===== config.mk =====
export PLATFORM = sky130hd
export DESIGN_NAME = cmult_share_arbiter_flat
export DESIGN_NICKNAME = d
export VERILOG_FILES = /design/src/rtl/cmult_share_arbiter_if.sv /design/src/rtl/cmult_share_arbiter.sv /design/src/flat_wrapper.sv
export SDC_FILE = /design/constraint.sdc
export NUM_CORES = 1
export LEC_CHECK = 0
export CORE_AREA = 2 2 184 186
export DETAILED_ROUTE_END_ITERATION = 8
export DIE_AREA = 0 0 186 188
export PLACE_DENSITY_LB_ADDON = 0.08
export SETUP_SLACK_MARGIN = 0.4
export SLEW_MARGIN = 10
export SYNTH_ARGS = -nofsm -noshare
export SYNTH_HDL_FRONTEND = slang
export SYNTH_SLANG_ARGS = --single-unit

===== constraint.sdc =====
create_clock -name clk -period 9.27 [get_ports clk]
set_input_delay 0.927 -clock clk [delete_from_list [all_inputs] [get_ports clk]]
set_output_delay 0.927 -clock clk [all_outputs]
set_load 0.005 [all_outputs]

===== src/rtl/cmult_share_arbiter_if.sv =====
// ---------------------------------------------------------------------------
// cmult_share_arbiter_if
// Bundles the requester side and the shared-multiplier side of
// cmult_share_arbiter into one interface.
//   Requester side : req, req_d1_i/q, req_d2_i/q   -> arbiter
//                    ack, res_valid, res_i/q, res_err, busy <- arbiter
//   Multiplier side: mult_en, mult_d1_i/q, mult_d2_i/q <- arbiter
//                    mult_out_i/q, mult_valid          -> arbiter
// Modports: slave = arbiter view, master = environment (clients + multiplier).
// ---------------------------------------------------------------------------
interface cmult_share_arbiter_if #(
  parameter int SIZE_DATA = 16,
  parameter int N_REQ     = 4
) ();
  logic [N_REQ-1:0]                 req;
  logic [N_REQ*SIZE_DATA-1:0]       req_d1_i;
  logic [N_REQ*SIZE_DATA-1:0]       req_d1_q;
  logic [N_REQ*(SIZE_DATA+1)-1:0]   req_d2_i;
  logic [N_REQ*(SIZE_DATA+1)-1:0]   req_d2_q;
  logic [N_REQ-1:0]                 ack;
  logic [N_REQ-1:0]                 res_valid;
  logic [2*SIZE_DATA-1:0]           res_i;
  logic [2*SIZE_DATA-1:0]           res_q;
  logic                             res_err;
  logic                             busy;
  logic                             mult_en;
  logic [SIZE_DATA-1:0]             mult_d1_i;
  logic [SIZE_DATA-1:0]             mult_d1_q;
  logic [SIZE_DATA:0]               mult_d2_i;
  logic [SIZE_DATA:0]               mult_d2_q;
  logic [2*SIZE_DATA-1:0]           mult_out_i;
  logic [2*SIZE_DATA-1:0]           mult_out_q;
  logic                             mult_valid;

  modport slave (
    input  req, req_d1_i, req_d1_q, req_d2_i, req_d2_q,
    input  mult_out_i, mult_out_q, mult_valid,
    output ack, res_valid, res_i, res_q, res_err, busy,
    output mult_en, mult_d1_i, mult_d1_q, mult_d2_i, mult_d2_q
  );

  modport master (
    output req, req_d1_i, req_d1_q, req_d2_i, req_d2_q,
    output mult_out_i, mult_out_q, mult_valid,
    input  ack, res_valid, res_i, res_q, res_err, busy,
    input  mult_en, mult_d1_i, mult_d1_q, mult_d2_i, mult_d2_q
  );
endinterface


===== src/rtl/cmult_share_arbiter.sv =====
// ---------------------------------------------------------------------------
// cmult_share_arbiter
// Round-robin arbiter sharing one iterative complex multiplier among N_REQ
// requesters. Grants in IDLE, latches the winner's operands, strobes
// mult_en, waits for mult_valid (or aborts after TIMEOUT) and routes the
// result back to the owner with a one-cycle res_valid pulse.
// Ports:
//   clk - rising-edge clock
//   rst - asynchronous active-high reset
//   bus - cmult_share_arbiter_if.slave (requester and multiplier signals)
// ---------------------------------------------------------------------------
module cmult_share_arbiter #(
  parameter int SIZE_DATA = 16,
  parameter int N_REQ     = 4,
  parameter int TIMEOUT   = 15,
  parameter int HOLDOFF   = 8
) (
  input  logic                  clk,
  input  logic                  rst,
  cmult_share_arbiter_if.slave  bus
);
  localparam int IDX_W = $clog2(N_REQ);
  localparam int CNT_W = 8;               // covers TIMEOUT <= 255 and HOLDOFF <= 256
  localparam logic [N_REQ-1:0] ONE_HOT0 = N_REQ'(1);

  typedef enum logic [2:0] {S_FLUSH, S_IDLE, S_ISSUE, S_WAIT, S_DONE} state_t;

  state_t                 state_q, state_d;
  logic [CNT_W-1:0]       cnt_q, cnt_d;
  logic [IDX_W-1:0]       grant_q, grant_d;
  logic [IDX_W-1:0]       last_grant_q, last_grant_d;
  logic [N_REQ-1:0]       ack_q, ack_d;
  logic [N_REQ-1:0]       res_valid_q, res_valid_d;
  logic                   mult_en_q, mult_en_d;
  logic                   res_err_q, res_err_d;
  logic [2*SIZE_DATA-1:0] res_i_q, res_i_d, res_q_q, res_q_d;
  logic [SIZE_DATA-1:0]   mult_d1_i_q, mult_d1_i_d, mult_d1_q_q, mult_d1_q_d;
  logic [SIZE_DATA:0]     mult_d2_i_q, mult_d2_i_d, mult_d2_q_q, mult_d2_q_d;

  // Unpacked views of the per-requester operand slices.
  logic [SIZE_DATA-1:0]   op1_i [N_REQ];
  logic [SIZE_DATA-1:0]   op1_q [N_REQ];
  logic [SIZE_DATA:0]     op2_i [N_REQ];
  logic [SIZE_DATA:0]     op2_q [N_REQ];

  always_comb begin
    for (int k = 0; k < N_REQ; k++) begin
      op1_i[k] = bus.req_d1_i[k*SIZE_DATA +: SIZE_DATA];
      op1_q[k] = bus.req_d1_q[k*SIZE_DATA +: SIZE_DATA];
      op2_i[k] = bus.req_d2_i[k*(SIZE_DATA+1) +: SIZE_DATA+1];
      op2_q[k] = bus.req_d2_q[k*(SIZE_DATA+1) +: SIZE_DATA+1];
    end
  end

  // Round-robin pick: scan offsets N_REQ down to 1 from last_grant so the
  // smallest offset (first set bit after last_grant) is written last and wins.
  logic [IDX_W-1:0] rr_idx, rr_pick;
  logic             rr_any;

  always_comb begin
    // NOTE: every variable written here gets a default first, so no path
    // leaves one unassigned and no latch is inferred.
    rr_idx  = '0;
    rr_pick = '0;
    rr_any  = 1'b0;
    for (int k = N_REQ; k >= 1; k--) begin
      rr_idx = IDX_W'((int'(last_grant_q) + k) % N_REQ);
      if (bus.req[rr_idx]) begin
        rr_pick = rr_idx;
        rr_any  = 1'b1;
      end
    end
  end

  always_comb begin
    state_d      = state_q;
    cnt_d        = cnt_q;
    grant_d      = grant_q;
    last_grant_d = last_grant_q;
    ack_d        = '0;
    res_valid_d  = '0;
    mult_en_d    = 1'b0;
    res_err_d    = res_err_q;
    res_i_d      = res_i_q;
    res_q_d      = res_q_q;
    mult_d1_i_d  = mult_d1_i_q;
    mult_d1_q_d  = mult_d1_q_q;
    mult_d2_i_d  = mult_d2_i_q;
    mult_d2_q_d  = mult_d2_q_q;

    unique case (state_q)
      // Let a possibly still-running, unreset multiplier drain.
      S_FLUSH: begin
        if (cnt_q == CNT_W'(HOLDOFF - 1)) begin
          cnt_d   = '0;
          state_d = S_IDLE;
        end else begin
          cnt_d = cnt_q + 1'b1;
        end
      end
      S_IDLE: begin
        if (rr_any) begin
          grant_d     = rr_pick;
          ack_d       = ONE_HOT0 << rr_pick;
          mult_en_d   = 1'b1;
          mult_d1_i_d = op1_i[rr_pick];
          mult_d1_q_d = op1_q[rr_pick];
          mult_d2_i_d = op2_i[rr_pick];
          mult_d2_q_d = op2_q[rr_pick];
          state_d     = S_ISSUE;
        end
      end
      S_ISSUE: begin
        cnt_d   = '0;
        state_d = S_WAIT;
      end
      // A valid result takes priority over the timeout in the same cycle.
      S_WAIT: begin
        cnt_d = cnt_q + 1'b1;
        if (bus.mult_valid) begin
          res_i_d     = bus.mult_out_i;
          res_q_d     = bus.mult_out_q;
          res_err_d   = 1'b0;
          res_valid_d = ONE_HOT0 << grant_q;
          state_d     = S_DONE;
        end else if (cnt_q == CNT_W'(TIMEOUT)) begin
          res_i_d     = '0;
          res_q_d     = '0;
          res_err_d   = 1'b1;
          res_valid_d = ONE_HOT0 << grant_q;
          state_d     = S_DONE;
        end
      end
      // Guard cycle for the multiplier; commit the round-robin pointer.
      S_DONE: begin
        last_grant_d = grant_q;
        state_d      = S_IDLE;
      end
      default: state_d = S_FLUSH;
    endcase
  end

  always_ff @(posedge clk or posedge rst) begin
    if (rst) begin
      state_q      <= S_FLUSH;
      cnt_q        <= '0;
      grant_q      <= '0;
      last_grant_q <= IDX_W'(N_REQ - 1);
      ack_q        <= '0;
      res_valid_q  <= '0;
      mult_en_q    <= 1'b0;
      res_err_q    <= 1'b0;
      // NOTE: result and operand registers are reset as well, because the
      // bus outputs must read zero as soon as reset is applied.
      res_i_q      <= '0;
      res_q_q      <= '0;
      mult_d1_i_q  <= '0;
      mult_d1_q_q  <= '0;
      mult_d2_i_q  <= '0;
      mult_d2_q_q  <= '0;
    end else begin
      // NOTE: non-blocking assignments so every flop samples pre-edge values.
      state_q      <= state_d;
      cnt_q        <= cnt_d;
      grant_q      <= grant_d;
      last_grant_q <= last_grant_d;
      ack_q        <= ack_d;
      res_valid_q  <= res_valid_d;
      mult_en_q    <= mult_en_d;
      res_err_q    <= res_err_d;
      res_i_q      <= res_i_d;
      res_q_q      <= res_q_d;
      mult_d1_i_q  <= mult_d1_i_d;
      mult_d1_q_q  <= mult_d1_q_d;
      mult_d2_i_q  <= mult_d2_i_d;
      mult_d2_q_q  <= mult_d2_q_d;
    end
  end

  assign bus.ack       = ack_q;
  assign bus.res_valid = res_valid_q;
  assign bus.res_i     = res_i_q;
  assign bus.res_q     = res_q_q;
  assign bus.res_err   = res_err_q;
  assign bus.busy      = (state_q != S_IDLE);
  assign bus.mult_en   = mult_en_q;
  assign bus.mult_d1_i = mult_d1_i_q;
  assign bus.mult_d1_q = mult_d1_q_q;
  assign bus.mult_d2_i = mult_d2_i_q;
  assign bus.mult_d2_q = mult_d2_q_q;
endmodule


===== src/flat_wrapper.sv =====
// flat-port wrapper written by rule: the top's interface ports become plain ports
module cmult_share_arbiter_flat 
#(
  parameter int SIZE_DATA = 16,
  parameter int N_REQ     = 4,
  parameter int TIMEOUT   = 15,
  parameter int HOLDOFF   = 8
)
  (clk, rst, bus_req, bus_req_d1_i, bus_req_d1_q, bus_req_d2_i, bus_req_d2_q, bus_mult_out_i, bus_mult_out_q, bus_mult_valid, bus_ack, bus_res_valid, bus_res_i, bus_res_q, bus_res_err, bus_busy, bus_mult_en, bus_mult_d1_i, bus_mult_d1_q, bus_mult_d2_i, bus_mult_d2_q);
  cmult_share_arbiter_if #(.SIZE_DATA(SIZE_DATA), .N_REQ(N_REQ)) bus_i ();
  input  logic clk;
  input  logic rst;
  input wire logic [$bits(bus_i.req)-1:0] bus_req;
  input wire logic [$bits(bus_i.req_d1_i)-1:0] bus_req_d1_i;
  input wire logic [$bits(bus_i.req_d1_q)-1:0] bus_req_d1_q;
  input wire logic [$bits(bus_i.req_d2_i)-1:0] bus_req_d2_i;
  input wire logic [$bits(bus_i.req_d2_q)-1:0] bus_req_d2_q;
  input wire logic [$bits(bus_i.mult_out_i)-1:0] bus_mult_out_i;
  input wire logic [$bits(bus_i.mult_out_q)-1:0] bus_mult_out_q;
  input wire logic [$bits(bus_i.mult_valid)-1:0] bus_mult_valid;
  output wire logic [$bits(bus_i.ack)-1:0] bus_ack;
  output wire logic [$bits(bus_i.res_valid)-1:0] bus_res_valid;
  output wire logic [$bits(bus_i.res_i)-1:0] bus_res_i;
  output wire logic [$bits(bus_i.res_q)-1:0] bus_res_q;
  output wire logic [$bits(bus_i.res_err)-1:0] bus_res_err;
  output wire logic [$bits(bus_i.busy)-1:0] bus_busy;
  output wire logic [$bits(bus_i.mult_en)-1:0] bus_mult_en;
  output wire logic [$bits(bus_i.mult_d1_i)-1:0] bus_mult_d1_i;
  output wire logic [$bits(bus_i.mult_d1_q)-1:0] bus_mult_d1_q;
  output wire logic [$bits(bus_i.mult_d2_i)-1:0] bus_mult_d2_i;
  output wire logic [$bits(bus_i.mult_d2_q)-1:0] bus_mult_d2_q;
  assign bus_i.req = bus_req;
  assign bus_i.req_d1_i = bus_req_d1_i;
  assign bus_i.req_d1_q = bus_req_d1_q;
  assign bus_i.req_d2_i = bus_req_d2_i;
  assign bus_i.req_d2_q = bus_req_d2_q;
  assign bus_i.mult_out_i = bus_mult_out_i;
  assign bus_i.mult_out_q = bus_mult_out_q;
  assign bus_i.mult_valid = bus_mult_valid;
  assign bus_ack = bus_i.ack;
  assign bus_res_valid = bus_i.res_valid;
  assign bus_res_i = bus_i.res_i;
  assign bus_res_q = bus_i.res_q;
  assign bus_res_err = bus_i.res_err;
  assign bus_busy = bus_i.busy;
  assign bus_mult_en = bus_i.mult_en;
  assign bus_mult_d1_i = bus_i.mult_d1_i;
  assign bus_mult_d1_q = bus_i.mult_d1_q;
  assign bus_mult_d2_i = bus_i.mult_d2_i;
  assign bus_mult_d2_q = bus_i.mult_d2_q;
  cmult_share_arbiter #(.SIZE_DATA(SIZE_DATA), .N_REQ(N_REQ), .TIMEOUT(TIMEOUT), .HOLDOFF(HOLDOFF)) u_core (.clk(clk), .rst(rst), .bus(bus_i));
endmodule

==> results.toml, run 1 <==
[global_route]
grtUsageTotal_pct = 20.0
grt_pass1_wl_um = 51800
antenna_found_initial = 2
grt_max_degree = 73
grt_remaining_overflow = 0
grt_pass1_vias = 8057

[sta]
final.period_utilization_pct = 47.4
max_freq_ghz = 0.227
fin_ws_ns = 4.87
worstMarginPinSlew_ns = 1.08
setup_viol_count_final = 0
hold_violations = 0
rsz0062_at_grt = "false"
relSlewSlack_pct = 27.8
clock_skew_ns = 0.00996
min_period_ns = 4.40
slew_viol_final = 0
fin_hold_ws_ns = 0.507
tns_ns = 0

[power_and_ir_drop]
clkPwrFrac_pct = 18.8
power.density_mw_per_mm2 = 283
ir_drop_v = 0.000125
p_int_mw = 2.46
seq_power_share_pct = 30.5
p_switching_mw = 1.43
combPwrFrac_pct = 50.7
leakage_nw = 5.67
swShare_pct = 36.8

[synth]
syn_area_sq_mm = 0.00813
yosys.cell_types.count = 46
yosysSeqAreaShare_pct = 47.7
yosysMostFrequentCell = "dfrtp_1"
synth_edf_count = 0
synth_common_cells = "dfrtp_1 (153), nor2_1 (83), and3_1 (70), mux2i_1 (67), a22o_1 (66)"
synthTopCellsByArea = "dfrtp_1 (47%), a211oi_2 (8.5%), mux2i_1 (8.2%)"
synth-seq-cells = 155
ys_warn_count = 0
synthArstFlopShare_pct = 100
syn_area_per_cell_sq_um = 11.3
synthCells = 721
syn_nets = 1057
synth_top_area_cell = "dfrtp_1"
synth_top_flop_cell = "dfrtp_1"
netlist.area_leader.share_pct = 47.1

[clock_network]
cts_hold_buf = 0
cts.sinks = 155
clock_latency_ns = 0.44
tritoncts.num_buffers = 17
clk_path_buf_depth = 2
cts_setup_buffers = 0
cts_max_level = 4
cts_resized = 0
cts_tree = "yes"
cts.clk_slew.worst_paths_ns = 0.07
ctsRootBufferMaster = "clkbuf_16"

[run]
cap_violations = 0

[floorplanning]
die_area_sq_mm = 0.0350
die_y_um = 188
initial_utilization_pct = 24.6
coreArea_sq_mm = 0.0331
die_w_um = 186
pin_count = 476
fp-row-count = 67

[placement]
place_area_sq_mm = 0.0132
io_buffer_count = 475
dp_slack_ns = 4.40
dp_hpwl_um = 25400
dp_cells = 1579
finalWeightedCongestion = 0.761

[critical_path]
rrSetupSlack_ns = 5.34
cp_slowest_cell = "buf_4"
worstSetupStartpointType = "input pin"
worst-path-buf-inv = 2
crit_path_cell_trace = "clkdlybuf4s50_1, or3b_4, o21ai_2, a21o_4, buf_4, a221oi_1, a211oi_1"
end_kind = "flop"
crit_family = "compound AO/OA/AOI/OAI gates"
cp_max_fo = 72
crit_arrival_ns = 4.74
cp_data_required_time_ns = 9.61
max_stage_delay_ns = 0.87
critical_path_class = "input pin to flop"

[drt]
wire_per_inst_um = 22.4
drc = 0
drt.antenna.violating_nets = 0
wirelength_um = 36100
drt_first_pass_iters = 4
vias = 7710
via_per_inst = 4.78
drt-initial-drc-count = 289

[hold_path]
hp-class = "flop to flop"

[layout]
syn_to_final_growth_pct = 69.2
final_cell_area_sq_mm = 0.0138
final_cells = 1613
drive_gt1_share_pct = 10.5
nets = 1486

[outcome]
status = "finished, final reports clean"
registers in the layout, summed over array words and instances, names as in the netlist:
name and count:
u_core.bus.mult_d2_q 17, u_core.bus.ack 4, u_core.last_grant_q 2, u_core.bus.mult_d1_i 16, u_core.bus.res_i 32, u_core.bus.res_err 1
u_core.grant_q 2, u_core.bus.res_q 32, u_core.bus.mult_d1_q 16, u_core.bus.res_valid 4, u_core.cnt_q 8, u_core.bus.mult_d2_i 17
u_core.state_q 3, u_core.bus.mult_en 1
cells in the final DEF, fill, tap and decap left out, drive strengths merged, types with 8 or more instances in the layout:
master / count
mux2i: 67
a21oi: 8
and3: 70
inv: 16
a22o: 66
nor2: 84
a221oi: 66
buf: 9
a211oi: 67
dfrtp: 153
nand2: 12
clkdlybuf4s50: 475
clkbuf: 18
power groups by stage:
| stage | sequential, mW | combinational (mW) | clock, mW |
|---|---|---|---|
| final | 1.19 | 1.97 | 0.732 |
| after global routing | 1.23 | 2.13 | 0.788 |
| after CTS | 1.19 | 2.01 | 0.757 |
| after detailed placement | 1.19 | 2.01 | 0 |
| after global placement | 1.19 | 2.00 | 0 |
| after floorplan | 1.18 | 1.01 | 0 |
area by class of cell:
class | count | area [sq um]
diodes | 2 | 5.00
clock buffers | 18 | 429
clock inverters | 14 | 160
fillers | 3206 | 19400
inverters | 10 | 42.5
multi-input cells | 482 | 3860
flip-flops and latches | 155 | 3880
well taps | 448 | 561
repair buffers | 484 | 4820
metrics by stage:
| stage | util [%] | power [mW] |
|---|---|---|
| after global routing | 41.6 | 4.14 |
| after floorplan | - | 2.19 |
| after detailed placement | 39.8 | 3.19 |
| final | 41.6 | 3.89 |
| after CTS | 41.5 | 3.95 |
| after global placement | 39.8 | 3.19 |
path summary, 6_finish.rpt:
path,startpoint,end,cells past startpoint
worst max-delay path,bus_req[3],u_core.bus.mult_d2_q[6]$_DFFE_PP0P_,7
worst min-delay path,u_core.bus.res_i[7]$_DFFE_PP0P_,u_core.bus.res_i[7]$_DFFE_PP0P_,1
worst max register to register,u_core.state_q[2]$_DFFE_PP0P_,u_core.bus.mult_d2_q[6]$_DFFE_PP0P_,6
worst min register to register,u_core.bus.res_i[7]$_DFFE_PP0P_,u_core.bus.res_i[7]$_DFFE_PP0P_,1
max in group asynchronous,rst,u_core.bus.mult_d1_q[11]$_DFFE_PP0P_,3
min in group asynchronous,rst,u_core.bus.mult_d2_q[0]$_DFFE_PP0P_,2
per-layer routing:
| layer | up-vias | GRT usage [%] | part of all wire (%) |
|---|---|---|---|
| met3 | 24 | 6.84 | 8.6 |
| li1 | 3632 | - | - |
| met5 | - | 0 | 0 |
| met2 | 317 | 33.7 | 49 |
| met1 | 3737 | 24.3 | 41 |
| met4 | 0 | 5.39 | 1.2 |
logic make-up (layout without fill, tap and decap cells):
kind of cell | after synthesis | count (layout) | share of synthesized area [%]
AO/OA/AOI/OAI | 215 | 215 | 25.8
AND/OR/NAND/NOR | 191 | 191 | 12.0
flip-flops | 155 | 155 | 47.7
buffers and inverters | 84 | 526 | 5.11
multiplexers | 69 | 69 | 8.52
XOR/XNOR | 5 | 5 | 0.539
adder cells (fa/ha/maj) | 2 | 2 | 0.277
other | 0 | 2 | 0
No activity file was read; power rests on OpenSTA's default activity.
==> inputs of run 2 (changes only) <==
--- a/config.mk
+++ b/config.mk
@@ -5,9 +5,9 @@
 export SDC_FILE = /design/constraint.sdc
 export NUM_CORES = 1
 export LEC_CHECK = 0
-export CORE_AREA = 2 2 184 186
+export CORE_AREA = 2 2 186 188
 export DETAILED_ROUTE_END_ITERATION = 8
-export DIE_AREA = 0 0 186 188
+export DIE_AREA = 0 0 188 190
 export PLACE_DENSITY_LB_ADDON = 0.08
 export SETUP_SLACK_MARGIN = 0.4
 export SLEW_MARGIN = 10
==> constraint.sdc (replaced) <==
create_clock -name clk -period 4.5 [get_ports clk]
set_input_delay 0.45 -clock clk [delete_from_list [all_inputs] [get_ports clk]]
set_output_delay 0.45 -clock clk [all_outputs]
set_load 0.005 [all_outputs]
==> results.toml, run 2 (synthesis gave the netlist of run 1 again) <==
[outcome]
status = "finished, final reports clean"

[critical_path]
rr_startpoint = "u_core.state_q[2]$_DFFE_PP0P_"
startpoint = "bus_req[3]"
critical_path_class = "input pin to flop"
worst_r2r_endpoint = "u_core.bus.mult_d2_i[6]$_DFFE_PP0P_"
end_kind = "flop"
cp_data_required_time_ns = 4.81
max_stage_delay_ns = 0.60
crit_family = "buffers and inverters"
cp_slowest_cell = "clkdlybuf4s50_1"
rr_worst_depth = 6
crit_arrival_ns = 2.96
rrSetupSlack_ns = 1.88
worst-path-buf-inv = 2
worstSetupStartpointType = "input pin"
cp_max_fo = 56
crit_end = "u_core.bus.mult_d1_i[4]$_DFFE_PP0P_"
crit_path_cell_trace = "clkdlybuf4s50_1, or3b_4, o21ai_2, a21o_4, buf_12, mux2i_1, a211oi_2"
cp.depth = 7

[run]
cap_violations = 0

[global_route]
grt_pass1_vias = 8249
grtUsageTotal_pct = 20.2
grt_pass1_wl_um = 54300
grt_remaining_overflow = 0
grt_max_degree = 70
antenna_found_initial = 5

[floorplanning]
initial_utilization_pct = 24.0
coreArea_sq_mm = 0.0339
die_w_um = 188
die_y_um = 190
pin_count = 476
fp-row-count = 68
die_area_sq_mm = 0.0357

[hold_path]
hp-class = "input pin to async pin"

[sta]
slew_viol_final = 0
worstMarginPinSlew_ns = 0.844
fin_ws_ns = 1.85
min_period_ns = 2.65
max_freq_ghz = 0.377
final.period_utilization_pct = 58.9
clock_skew_ns = 0.0156
tns_ns = 0
hold_violations = 0
rsz0062_at_grt = "false"
setup_viol_count_final = 0
relSlewSlack_pct = 43.7

[drt]
wire_per_inst_um = 22.5
drt-initial-drc-count = 445
wirelength_um = 36700
vias = 7793
via_per_inst = 4.78
drt_first_pass_iters = 6
drt.antenna.violating_nets = 0
drc = 0

[layout]
fill_cells = 3231
syn_to_final_growth_pct = 70.7
multiInputGateArea_sq_mm = 0.00386
fin_util_pct = 40.9
final_common_cell = "clkdlybuf4s50_1"
ff_latch_area_sq_mm = 0.00388
drive_gt1_share_pct = 11.2
layout_common_cells = "clkdlybuf4s50_1 (475), dfrtp_1 (153), nor2_1 (83)"
nets = 1495

[clock_network]
cts_hold_buf = 0
cts_tree = "yes"
cts.sinks = 155
ctsRootBufferMaster = "clkbuf_16"
cts_max_level = 4
cts_setup_buffers = 0
cts.clk_slew.worst_paths_ns = 0.07
tritoncts.num_buffers = 17
clock_latency_ns = 0.44
cts_resized = 0
clk_path_buf_depth = 2

[power_and_ir_drop]
clkPwrFrac_pct = 18.0
swShare_pct = 37.0
ir_drop_v = 0.000274
p_total_mw = 8.00
leakage_nw = 5.73
combPwrFrac_pct = 51.4
power.density_mw_per_mm2 = 576
seq_power_share_pct = 30.6
p_switching_mw = 2.96
p_int_mw = 5.04

[placement]
dp_hpwl_um = 26600
finalWeightedCongestion = 0.804
dp_slack_ns = 1.42
io_buffer_count = 475
## run 2: cell types whose count changed in the layout (fill, tap and decap cells not counted), sizes merged
cell | previous run | this run
inv | 16 | 17
buf | 9 | 18
bufinv | 2 | 0
clkbuf | 18 | 20
diode | 2 | 5
clkinv | 3 | 2
## run 2: layout make-up
type | count | area share, %
flip-flops and latches | 155 | 28.0
clock buffers | 20 | 3.29
diodes | 5 | 0.0902
clock inverters | 12 | 0.748
inverters | 10 | 0.298
repair buffers | 493 | 35.7
well taps | 455 | 4.10
multi-input cells | 482 | 27.8
## run 2: power by group through the flow
stage / logic, mW / clock network [mW] / registers, mW
floorplan: 2.08 / 0 / 2.43
global placement: 4.16 / 0 / 2.45
detailed placement: 4.20 / 0 / 2.44
CTS: 4.19 / 1.48 / 2.45
global route: 4.46 / 1.55 / 2.53
finish: 4.12 / 1.44 / 2.45
## run 2: worst min-delay path by stage
stage,endpoint,startpoint,slack (ns),depth (start not counted)
2_1_floorplan,u_core.bus.res_valid[1]$_DFF_PP0_,u_core.grant_q[1]$_DFFE_PP0P_,0.47,1
3_3_place_gp,u_core.bus.res_q[28]$_DFFE_PP0P_,u_core.bus.res_q[28]$_DFFE_PP0P_,0.49,1
3_5_place_dp,u_core.bus.res_q[12]$_DFFE_PP0P_,u_core.bus.res_q[12]$_DFFE_PP0P_,0.49,1
4_1_cts,u_core.bus.res_i[11]$_DFFE_PP0P_,rst,0.36,2
5_1_grt,u_core.bus.res_i[11]$_DFFE_PP0P_,rst,0.39,2
6_report,u_core.bus.res_i[11]$_DFFE_PP0P_,rst,0.37,2
## run 2: layer usage
metal  up-vias  track usage (%)  wire [um]
met5         -                0          0
met4         0             5.51        464
met3        25             7.32       3170
met2       358             33.6      17700
met1      3764             24.8      15400
li1       3646                -          -
## run 2: through the flow
stage	instance area [sq um]	instances	hold slack, ns
floorplan	8140	721	0.470
global placement	13300	1595	0.486
detailed placement	13300	1595	0.491
CTS	13900	1627	0.364
global route	13900	1632	0.385
finish	13900	1632	0.368
